`config.mk`:
```
export PLATFORM = sky130hd
export DESIGN_NAME = encoder_8x3_flat
export DESIGN_NICKNAME = d
export VERILOG_FILES = /design/src/rtl/encoder_8x3_if.sv /design/src/rtl/encoder_8x3.sv /design/src/flat_wrapper.sv
export SDC_FILE = /design/constraint.sdc
export NUM_CORES = 1
export LEC_CHECK = 0
export BUFFER_PORTS_ARGS = -buffer_cell sky130_fd_sc_hd__buf_2
export CORE_AREA = 10 10 47 49
export CTS_BUF_LIST = sky130_fd_sc_hd__clkbuf_4 sky130_fd_sc_hd__clkbuf_8 sky130_fd_sc_hd__clkbuf_16
export DETAILED_ROUTE_END_ITERATION = 6
export DIE_AREA = 0 0 57 59
export PLACE_DENSITY = 0.46
export SLEW_MARGIN = 20
export SYNTH_ARGS = -nofsm -noshare
export SYNTH_HDL_FRONTEND = slang
export SYNTH_SLANG_ARGS = --single-unit
export TNS_END_PERCENT = 1
```
`constraint.sdc`:
```
create_clock -name clk -period 0.8 [get_ports clk]
set_input_delay 0.04 -clock clk [delete_from_list [all_inputs] [get_ports clk]]
set_output_delay 0.04 -clock clk [all_outputs]
set_load 0.005 [all_outputs]
```
`src/rtl/encoder_8x3_if.sv`:
```
// Bus between a one-hot requester and the registered 8-to-3 encoder.
// The requester drives D; the encoder returns the index {A,B,C} plus V and ERR.
interface encoder_8x3_if;
    logic [7:0] D;
    logic       A;
    logic       B;
    logic       C;
    logic       V;
    logic       ERR;

    modport master (output D, input A, B, C, V, ERR);
    modport slave  (input D, output A, B, C, V, ERR);
endinterface

```
`src/rtl/encoder_8x3.sv`:
```
// Registered 8-to-3 priority encoder: highest set bit of D wins.
// V flags any request; ERR flags a multi-hot request. One-cycle latency.
module encoder_8x3 (
    input  logic          clk,
    input  logic          rst,
    encoder_8x3_if.slave  bus
);
    logic [2:0] idx;
    logic       any;
    logic       multi;
    logic [2:0] idx_q;
    logic       v_q;
    logic       err_q;

    // Ascending scan, so the last hit (highest index) overrides lower ones.
    always_comb begin
        idx = 3'd0;
        for (int i = 0; i < 8; i++) begin
            if (bus.D[i]) idx = 3'(i);
        end
    end

    assign any   = |bus.D;
    // Clearing the lowest set bit leaves something only if two or more were set.
    assign multi = |(bus.D & (bus.D - 8'd1));

    always_ff @(posedge clk or posedge rst) begin
        if (rst) begin
            idx_q <= 3'd0;
            v_q   <= 1'b0;
            err_q <= 1'b0;
        end else begin
            idx_q <= idx;
            v_q   <= any;
            err_q <= multi;
        end
    end

    assign bus.A   = idx_q[2];
    assign bus.B   = idx_q[1];
    assign bus.C   = idx_q[0];
    assign bus.V   = v_q;
    assign bus.ERR = err_q;
endmodule

```
`src/flat_wrapper.sv`:
```
// flat-port wrapper written by rule: the top's interface ports become plain ports
module encoder_8x3_flat 
  (clk, rst, bus_D, bus_A, bus_B, bus_C, bus_V, bus_ERR);
  encoder_8x3_if bus_i ();
  input  logic clk;
  input  logic rst;
  input wire logic [$bits(bus_i.D)-1:0] bus_D;
  output wire logic [$bits(bus_i.A)-1:0] bus_A;
  output wire logic [$bits(bus_i.B)-1:0] bus_B;
  output wire logic [$bits(bus_i.C)-1:0] bus_C;
  output wire logic [$bits(bus_i.V)-1:0] bus_V;
  output wire logic [$bits(bus_i.ERR)-1:0] bus_ERR;
  assign bus_i.D = bus_D;
  assign bus_A = bus_i.A;
  assign bus_B = bus_i.B;
  assign bus_C = bus_i.C;
  assign bus_V = bus_i.V;
  assign bus_ERR = bus_i.ERR;
  encoder_8x3 u_core (.clk(clk), .rst(rst), .bus(bus_i));
endmodule
```
==> results of run 1 <==
[flip-flops by register name, summed over array words and instances, names as in the netlist]
name            flops
u_core.bus.ERR      1
u_core.idx_q        3
u_core.bus.V        1
[metal layers]
layer	wire length, um	track usage (%)	vias to the layer above
met5	0	0	-
met4	0	3.02	0
met3	156	5.36	0
met2	256	5.58	15
met1	299	3.96	117
li1	-	-	148
[logic make-up after synthesis]
kind of cell	count (synthesis)	synth area share, %
adders and majority gates	1	3.85
DFF	5	48.1
AOI/OAI and AO/OA	5	13.0
and+or+nand+nor	14	32.2
buffers and inverters	2	2.89
[layout by cell type (no fill, tap or decap)]
cell type and n:
nand2b_1 2, a211oi_1 1, nor2_1 4, inv_1 2
dlygate4sd3_1 1, maj3_1 1, buf_2 12, dfrtp_1 5
nand3_1 1, nor4_4 1, o32ai_1 1, o21bai_1 1
a21oi_1 1, buf_6 2, nand2_1 2, clkbuf_4 4
nor4_1 1, buf_4 7, o21ai_0 1, nor3_1 2
nor2b_1 1
[timing repair]
item / 4_1_cts / 5_1_grt
setup endpoints to repair: 0 / 1
hold buffers: 1 / 0
setup buffers: 0 / 1
gates resized for setup: 0 / 4
endpoints found under the hold margin: 5 / 0
[path summary, 6_finish.rpt]
path / start / endpoint / depth (start not counted)
max: bus_D[1] / u_core.bus.ERR / 5
min: bus_D[6] / u_core.idx_q[0] / 2
min in group asynchronous: rst / u_core.bus.V / 3
max in group asynchronous: rst / u_core.idx_q[1] / 3
[area by class of cell]
| type | count | area (um2) | share of cell area [%] |
|---|---|---|---|
| tap | 16 | 20.0 | 4.40 |
| multi-input combinational | 20 | 128 | 28.0 |
| clock buffer | 4 | 30.0 | 6.59 |
| inverter | 2 | 7.51 | 1.65 |
| sequential | 5 | 125 | 27.5 |
| timing repair buffer | 22 | 145 | 31.9 |
[stage by stage]
step	hold slack (ns)	TNS [ns]	util, %	total power, mW
final	0.0461	0	32.5	0.705
after detailed placement	-0.0575	-0.261	28.2	0.380
after CTS	0.0363	0	31.1	0.711
after global placement	-0.0614	-0.218	28.2	0.381
after global routing	0.0552	0	32.5	0.755
after floorplan	-0.181	0	-	0.303
[report_power, final]
part	switching (mW)	internal, mW
Combinational	0.0562	0.0672
Clock	0.0960	0.222
Sequential	0.00144	0.262
==> results.py, run 1 <==
metrics = {
    "status": {
        "status": "completed",
    },
    "pwr": {
        "ir_drop_uv": 477,
        "power_per_cell_area_nw_per_um2": 1550,
        "leakage_nw": 0.199,
    },
    "grt": {
        "antenna_found_initial": 0,
        "grt_pass1_wl_um": 1140,
        "gr-total-overflow": 0,
        "grt_max_degree": 6,
        "grt.total_usage_pct": 4.47,
        "grt_pass1_vias": 285,
    },
    "logic_synthesis": {
        "yosysSeqAreaShare_pct": 48.1,
        "synth-async-reset-ratio_pct": 100,
        "avgSynthCellArea_um2": 9.64,
        "ys_top_cells_by_count": "5 x dfrtp_1, 4 x nor2_1",
        "synth_top_area_cell": "dfrtp_1",
        "synth_most_common_cell": "dfrtp_1",
        "synth-seq-cells": 5,
        "netlist_instances": 27,
        "yosys_warnings": 0,
        "synth_area_um2": 260,
        "yosysTopAreaCellShare_pct": 48.1,
        "synth_fp_nets": 37,
        "synth.area.top_cells": "dfrtp_1 48%, nor4_4 8.2%, nor2_1 5.8%",
        "synth_edf_count": 0,
        "synth_cell_types": 16,
        "synth_flop_cell": "dfrtp_1",
    },
    "floorplan": {
        "fp.dieH_um": 59,
        "initial_utilization_pct": 18.6,
        "io_pins": 15,
        "core-area_um2": 1400,
        "num_rows": 14,
        "dieWidth_um": 57,
        "dieArea_um2": 3360,
    },
    "worst_setup_path": {
        "crit_family": "simple AND/OR/NAND/NOR gates",
        "cp_data_required_time_ns": 0.91,
        "worstPathMaxFanout": 3,
        "startpoint_type": "input port",
        "arrival_ns": 0.86,
        "crit_path_end_kind": "register",
        "crit_path_top_delay_cell": "nor4_4",
        "path_buf_inv": 1,
        "crit_path_max_incr_delay_ns": 0.31,
        "cp_cell_sequence": "buf_6 -> nor4_4 -> nor2b_1 -> nor4_1 -> o32ai_1",
        "path_class": "input port to register",
    },
    "placement": {
        "numPortBuffers": 14,
        "place_ws_ns": -0.223,
        "post_dp_cell_area_um2": 395,
        "place_inst": 63,
        "gp_congestion": 0.795,
    },
    "worst_hold_path": {
        "hp-class": "input port to register",
    },
    "detailed_routing": {
        "via_per_inst": 4.06,
        "drt_iter0_drc": 1,
        "finalWirelength_um": 711,
        "drcViolationCount": 0,
        "ant_nets": 0,
        "vias": 280,
        "drtPass1Iterations": 3,
        "wl_per_cell_um": 10.3,
    },
    "finish": {
        "n_fill_cell": 164,
        "area_growth_pct": 75.0,
        "fin_nets": 64,
        "layout.cells.non_filler": 69,
        "drive_above_1_share_pct": 49.1,
        "design_area_um2": 455,
        "diodes": 0,
    },
    "sta": {
        "finalSetupViolations": 0,
        "fin_crit_ns": 0.751,
        "fmax_mhz": 1330,
        "period_share_pct": 93.9,
        "relSlewSlack_pct": 83.1,
        "final_hold_viol_count": 0,
        "tightest_slew_ns": 0.251,
        "rsz0062_at_grt": "false",
        "finalWorstSetupSlack_ns": 0.0487,
        "finalMaxSlewViolations": 0,
    },
    "cts": {
        "clk_path_buf_depth": 2,
        "cts_tree": "built",
        "htree_levels": 1,
        "clkSinkCount": 5,
        "cts_root_buf": "clkbuf_4",
        "numCtsBuffers": 3,
        "clk_pin_slew_worst_paths_ns": 0.04,
    },
    "job": {
        "maxCapViolations": 0,
    },
}
No activity file was read; power rests on OpenSTA's default activity.
==> inputs of run 2 (changes only) <==
- HOLD_SLACK_MARGIN: default -> 0.06
- MAX_ROUTING_LAYER: default -> met4
- PLACE_DENSITY: 0.46 -> default
==> run 2 against run 1 <==
Effect of this change: global-route usage grew 0.13 points; maximum frequency shrank 0.48%; die area is the same; sequential share of layout area grew 0.15 points; core utilization shrank 0.18 points; final area shrank 0.55%; via count shrank 2.9%; non-clock buffer count shrank 1; worst setup slack lost 0.0036 ns; critical path depth is the same; worst hold slack lost 0.0028 ns; power shrank 0.53%; largest cell class unchanged.
==> results.py, run 2 (synthesis gave the netlist of run 1 again) <==
metrics = {
    "status": {
        "status": "completed",
    },
    "worst_setup_path": {
        "crit_path_top_delay_cell": "nor4_4",
        "cp_data_required_time_ns": 0.90,
        "crit_family": "simple AND/OR/NAND/NOR gates",
        "crit_path_max_incr_delay_ns": 0.32,
        "path_buf_inv": 1,
        "startpoint_type": "input port",
        "crit_path_start": "bus_D[1]",
        "worstPathMaxFanout": 3,
        "arrival_ns": 0.86,
        "cp_cell_sequence": "buf_6 -> nor4_4 -> nor2b_1 -> nor4_1 -> o32ai_1",
        "path_class": "input port to register",
        "crit_path_end_kind": "register",
        "path_depth": 5,
    },
    "grt": {
        "gr-total-overflow": 0,
        "antenna_found_initial": 0,
        "grt_pass1_wl_um": 1130,
        "grt_pass1_vias": 285,
        "grt.total_usage_pct": 4.60,
        "grt_max_degree": 6,
    },
    "finish": {
        "area_growth_pct": 74.0,
        "ff_latch_area_um2": 125,
        "largest_reg_flops": 3,
        "layout_common_cells": "12 x buf_2, 6 x buf_4, 5 x dfrtp_1",
        "design_area_um2": 453,
        "diodes": 0,
        "drive_above_1_share_pct": 50.0,
        "top_register": "u_core.idx_q",
        "n_fill_cell": 155,
        "fin_nets": 63,
        "final_common_cell": "buf_2",
        "multi_input_area_um2": 133,
    },
    "pwr": {
        "ir_drop_uv": 295,
        "leakage_nw": 0.195,
        "power_per_cell_area_nw_per_um2": 1550,
    },
    "floorplan": {
        "initial_utilization_pct": 18.6,
        "fp.dieH_um": 59,
        "dieArea_um2": 3360,
        "io_pins": 15,
        "core-area_um2": 1400,
        "dieWidth_um": 57,
        "num_rows": 14,
    },
    "sta": {
        "relSlewSlack_pct": 82.2,
        "finalSetupViolations": 0,
        "fmax_mhz": 1320,
        "final_hold_viol_count": 0,
        "finalMaxSlewViolations": 0,
        "fin_crit_ns": 0.755,
        "rsz0062_at_grt": "false",
        "finalWorstSetupSlack_ns": 0.0451,
        "period_share_pct": 94.4,
        "tightest_slew_ns": 0.265,
    },
    "worst_hold_path": {
        "hp-class": "input port to register",
        "hold_depth": 2,
        "worstHoldStart": "bus_D[7]",
    },
    "cts": {
        "clk_path_buf_depth": 2,
        "cts_tree": "built",
        "numCtsBuffers": 3,
        "clk_pin_slew_worst_paths_ns": 0.04,
        "htree_levels": 1,
        "cts_root_buf": "clkbuf_4",
        "clkSinkCount": 5,
    },
    "detailed_routing": {
        "drcViolationCount": 0,
        "ant_nets": 0,
        "vias": 272,
        "drtPass1Iterations": 2,
        "finalWirelength_um": 675,
        "drt_iter0_drc": 1,
        "wl_per_cell_um": 9.93,
        "via_per_inst": 4.00,
    },
    "placement": {
        "dpl.hpwl_um": 588,
        "gp_congestion": 0.809,
        "numPortBuffers": 14,
        "post_dp_cell_area_um2": 388,
        "place_ws_ns": -0.236,
    },
    "job": {
        "maxCapViolations": 0,
    },
}
## run 2: changes by cell type in the layout (fill, tap and decap cells not counted)
cell | before | now
buf_4 | 7 | 6
a211oi_2 | 0 | 1
a211oi_1 | 1 | 0
## run 2: metal layers
layer	share of wire (%)	vias to the layer above	wire length [um]	global-route usage, %
met3	12	0	78	2.79
li1	-	145	-	-
met4	0	0	0	5.03
met5	0	-	0	-
met1	47	114	320	4.94
met2	41	13	276	5.27
## run 2: where the power goes
part,switching [mW],total [mW],internal [mW]
Clock,0.0950,0.317,0.222
Sequential,0.00159,0.264,0.262
Combinational,0.0559,0.120,0.0645
## run 2: cell type report
cell class / instances / area share (%)
clock buffer: 4 / 6.63
inverter: 2 / 1.66
multi-input combinational: 20 / 29.3
sequential: 5 / 27.6
tap: 16 / 4.42
timing repair buffer: 21 / 30.4
## run 2: repair_timing
action / CTS / global route
endpoints found under the hold margin: 8 / 0
gates resized for setup: 0 / 5
buffers inserted: 0 / 1
hold buffers: 1 / 0
endpoints found under the setup margin: 0 / 1
## run 2: per-stage QoR
stage,power [mW],std cells,hold slack (ns),TNS [ns],utilization (%)
3_3_place_gp,0.375,62,-0.0650,-0.266,27.7
3_5_place_dp,0.376,62,-0.0580,-0.289,27.7
6_report,0.701,68,0.0433,0,32.3
4_1_cts,0.709,67,0.0399,0,30.5
5_1_grt,0.752,68,0.0635,0,32.3
2_1_floorplan,0.303,27,-0.181,0,-
## run 2: final timing paths
kind | end | slack [ns]
setup / recovery | u_core.bus.ERR | 0.05
hold / removal | u_core.idx_q[0] | 0.04
max in group asynchronous | u_core.idx_q[1] | 0.40
min in group asynchronous | u_core.bus.ERR | 0.24
==> inputs of run 3 (changes only) <==
==> constraint.sdc (replaced) <==
create_clock -name clk -period 0.8 [get_ports clk]
set_input_delay 0.08 -clock clk [delete_from_list [all_inputs] [get_ports clk]]
set_output_delay 0.08 -clock clk [all_outputs]
set_load 0.005 [all_outputs]
==> run 3 against run 2 <==
Effect of this change: the flow now finishes with violations (setup timing); combinational power barely moved; core utilization unchanged; critical path type unchanged; first-iteration DRC count grew to 6.0 times the previous value; via count increased by 4.8%; critical endpoint unchanged.
==> results.py, run 3 (synthesis gave the netlist of run 1 again) <==
metrics = {
    "finish": {
        "area_growth_pct": 74.0,
        "n_fill_cell": 166,
        "diodes": 0,
        "largest_reg_flops": 3,
        "design_area_um2": 453,
        "layout.cells.non_filler": 68,
        "drive_above_1_share_pct": 50.0,
        "final_common_cell": "buf_2",
        "fin_nets": 63,
        "layout_common_cells": "12 x buf_2, 6 x buf_4, 5 x dfrtp_1",
        "top_register": "u_core.idx_q",
        "finalCoreUtilization_pct": 32.3,
    },
    "detailed_routing": {
        "via_per_inst": 4.19,
        "drtPass1Iterations": 4,
        "drcViolationCount": 0,
        "wl_per_cell_um": 10.6,
        "drt_iter0_drc": 6,
        "vias": 285,
        "ant_nets": 0,
        "finalWirelength_um": 722,
    },
    "job": {
        "maxCapViolations": 0,
    },
    "sta": {
        "finalMaxSlewViolations": 0,
        "relSlewSlack_pct": 81.7,
        "fmax_mhz": 1210,
        "setup_tns_ns": -0.0255,
        "finalSetupViolations": 1,
        "fin_crit_ns": 0.825,
        "finalWorstSetupSlack_ns": -0.0255,
        "period_share_pct": 103,
        "rsz0062_at_grt": "true",
        "final_hold_viol_count": 0,
        "holdWs_ns": 0.0885,
        "tightest_slew_ns": 0.274,
    },
    "grt": {
        "grt.total_usage_pct": 5.09,
        "grt_max_degree": 6,
        "grt_pass1_vias": 320,
        "gr-total-overflow": 0,
        "grt_pass1_wl_um": 1240,
        "antenna_found_initial": 0,
    },
    "placement": {
        "place_inst": 62,
        "post_dp_cell_area_um2": 388,
        "numPortBuffers": 14,
        "dpl.hpwl_um": 581,
        "place_ws_ns": -0.272,
        "gp_congestion": 0.803,
    },
    "floorplan": {
        "dieWidth_um": 57,
        "num_rows": 14,
        "dieArea_um2": 3360,
        "fp.dieH_um": 59,
        "core-area_um2": 1400,
        "io_pins": 15,
        "initial_utilization_pct": 18.6,
    },
    "pwr": {
        "comb_power_share_pct": 17.4,
        "power_mw": 0.701,
        "pwr-share-seq_pct": 37.7,
        "leakage_nw": 0.194,
        "power_per_cell_area_nw_per_um2": 1550,
        "power.internal_mw": 0.549,
        "power.switching_mw": 0.152,
        "swShare_pct": 21.7,
        "clkPwrFrac_pct": 45.0,
        "ir_drop_uv": 372,
    },
    "cts": {
        "cts_root_buf": "clkbuf_4",
        "numCtsBuffers": 3,
        "clkSinkCount": 5,
        "htree_levels": 1,
        "clk_path_buf_depth": 2,
        "clk_pin_slew_worst_paths_ns": 0.04,
        "cts_tree": "built",
    },
    "worst_setup_path": {
        "startpoint_type": "input port",
        "worstPathMaxFanout": 3,
        "crit_family": "simple AND/OR/NAND/NOR gates",
        "path_buf_inv": 1,
        "crit_path_end_kind": "register",
        "cp_data_required_time_ns": 0.90,
        "crit_path_top_delay_cell": "nor4_4",
        "crit_path_max_incr_delay_ns": 0.31,
        "arrival_ns": 0.93,
        "path_class": "input port to register",
        "cp_cell_sequence": "buf_6 -> nor4_4 -> nand2b_1 -> nor3_1 -> o32ai_1",
    },
    "status": {
        "violations": "setup timing",
        "status": "finished, violations left",
    },
    "worst_hold_path": {
        "hp-class": "input port to register",
    },
}
## run 3: cell counts in the layout (fill, tap and decap cells not counted)
Identical to the previous run, type by type.
## run 3: per-layer routing
metal	vias to the layer above	GRT usage (%)	share of wire, %
li1	146	-	-
met4	0	5.03	0
met2	13	6.82	43
met5	-	-	0
met1	126	4.57	44
met3	0	3.65	13
## run 3: path summary, 6_finish.rpt
| path | slack, ns | startpoint | cells after the start | to |
|---|---|---|---|---|
| setup / recovery | -0.03 | bus_D[1] | 5 | u_core.bus.ERR |
| hold / removal | 0.09 | bus_D[7] | 2 | u_core.idx_q[0] |
| max in group asynchronous | 0.37 | rst | 3 | u_core.idx_q[1] |
| min in group asynchronous | 0.27 | rst | 3 | u_core.idx_q[0] |
## run 3: final cells by class
class                           count  area, um2  share of cell area, %
Clock buffer                        4       30.0                   6.63
Inverter                            2       7.51                   1.66
Multi-Input combinational cell     20        133                   29.3
Sequential cell                     5        125                   27.6
Tap cell                           16       20.0                   4.42
Timing Repair Buffer               21        138                   30.4
## run 3: power by group through the flow
stage / sequential, mW / combinational, mW / clock (mW)
floorplan: 0.270 / 0.0337 / 0
global placement: 0.267 / 0.107 / 0
detailed placement: 0.268 / 0.109 / 0
CTS: 0.264 / 0.122 / 0.338
global route: 0.265 / 0.137 / 0.352
finish: 0.264 / 0.122 / 0.315
## run 3: repair_timing
item,4_1_cts,5_1_grt
gates resized for setup,4,0
pin swaps,3,0
endpoints found under the setup margin,4,6
endpoints found under the hold margin,5,0
buffers inserted,1,0
hold buffers,1,0
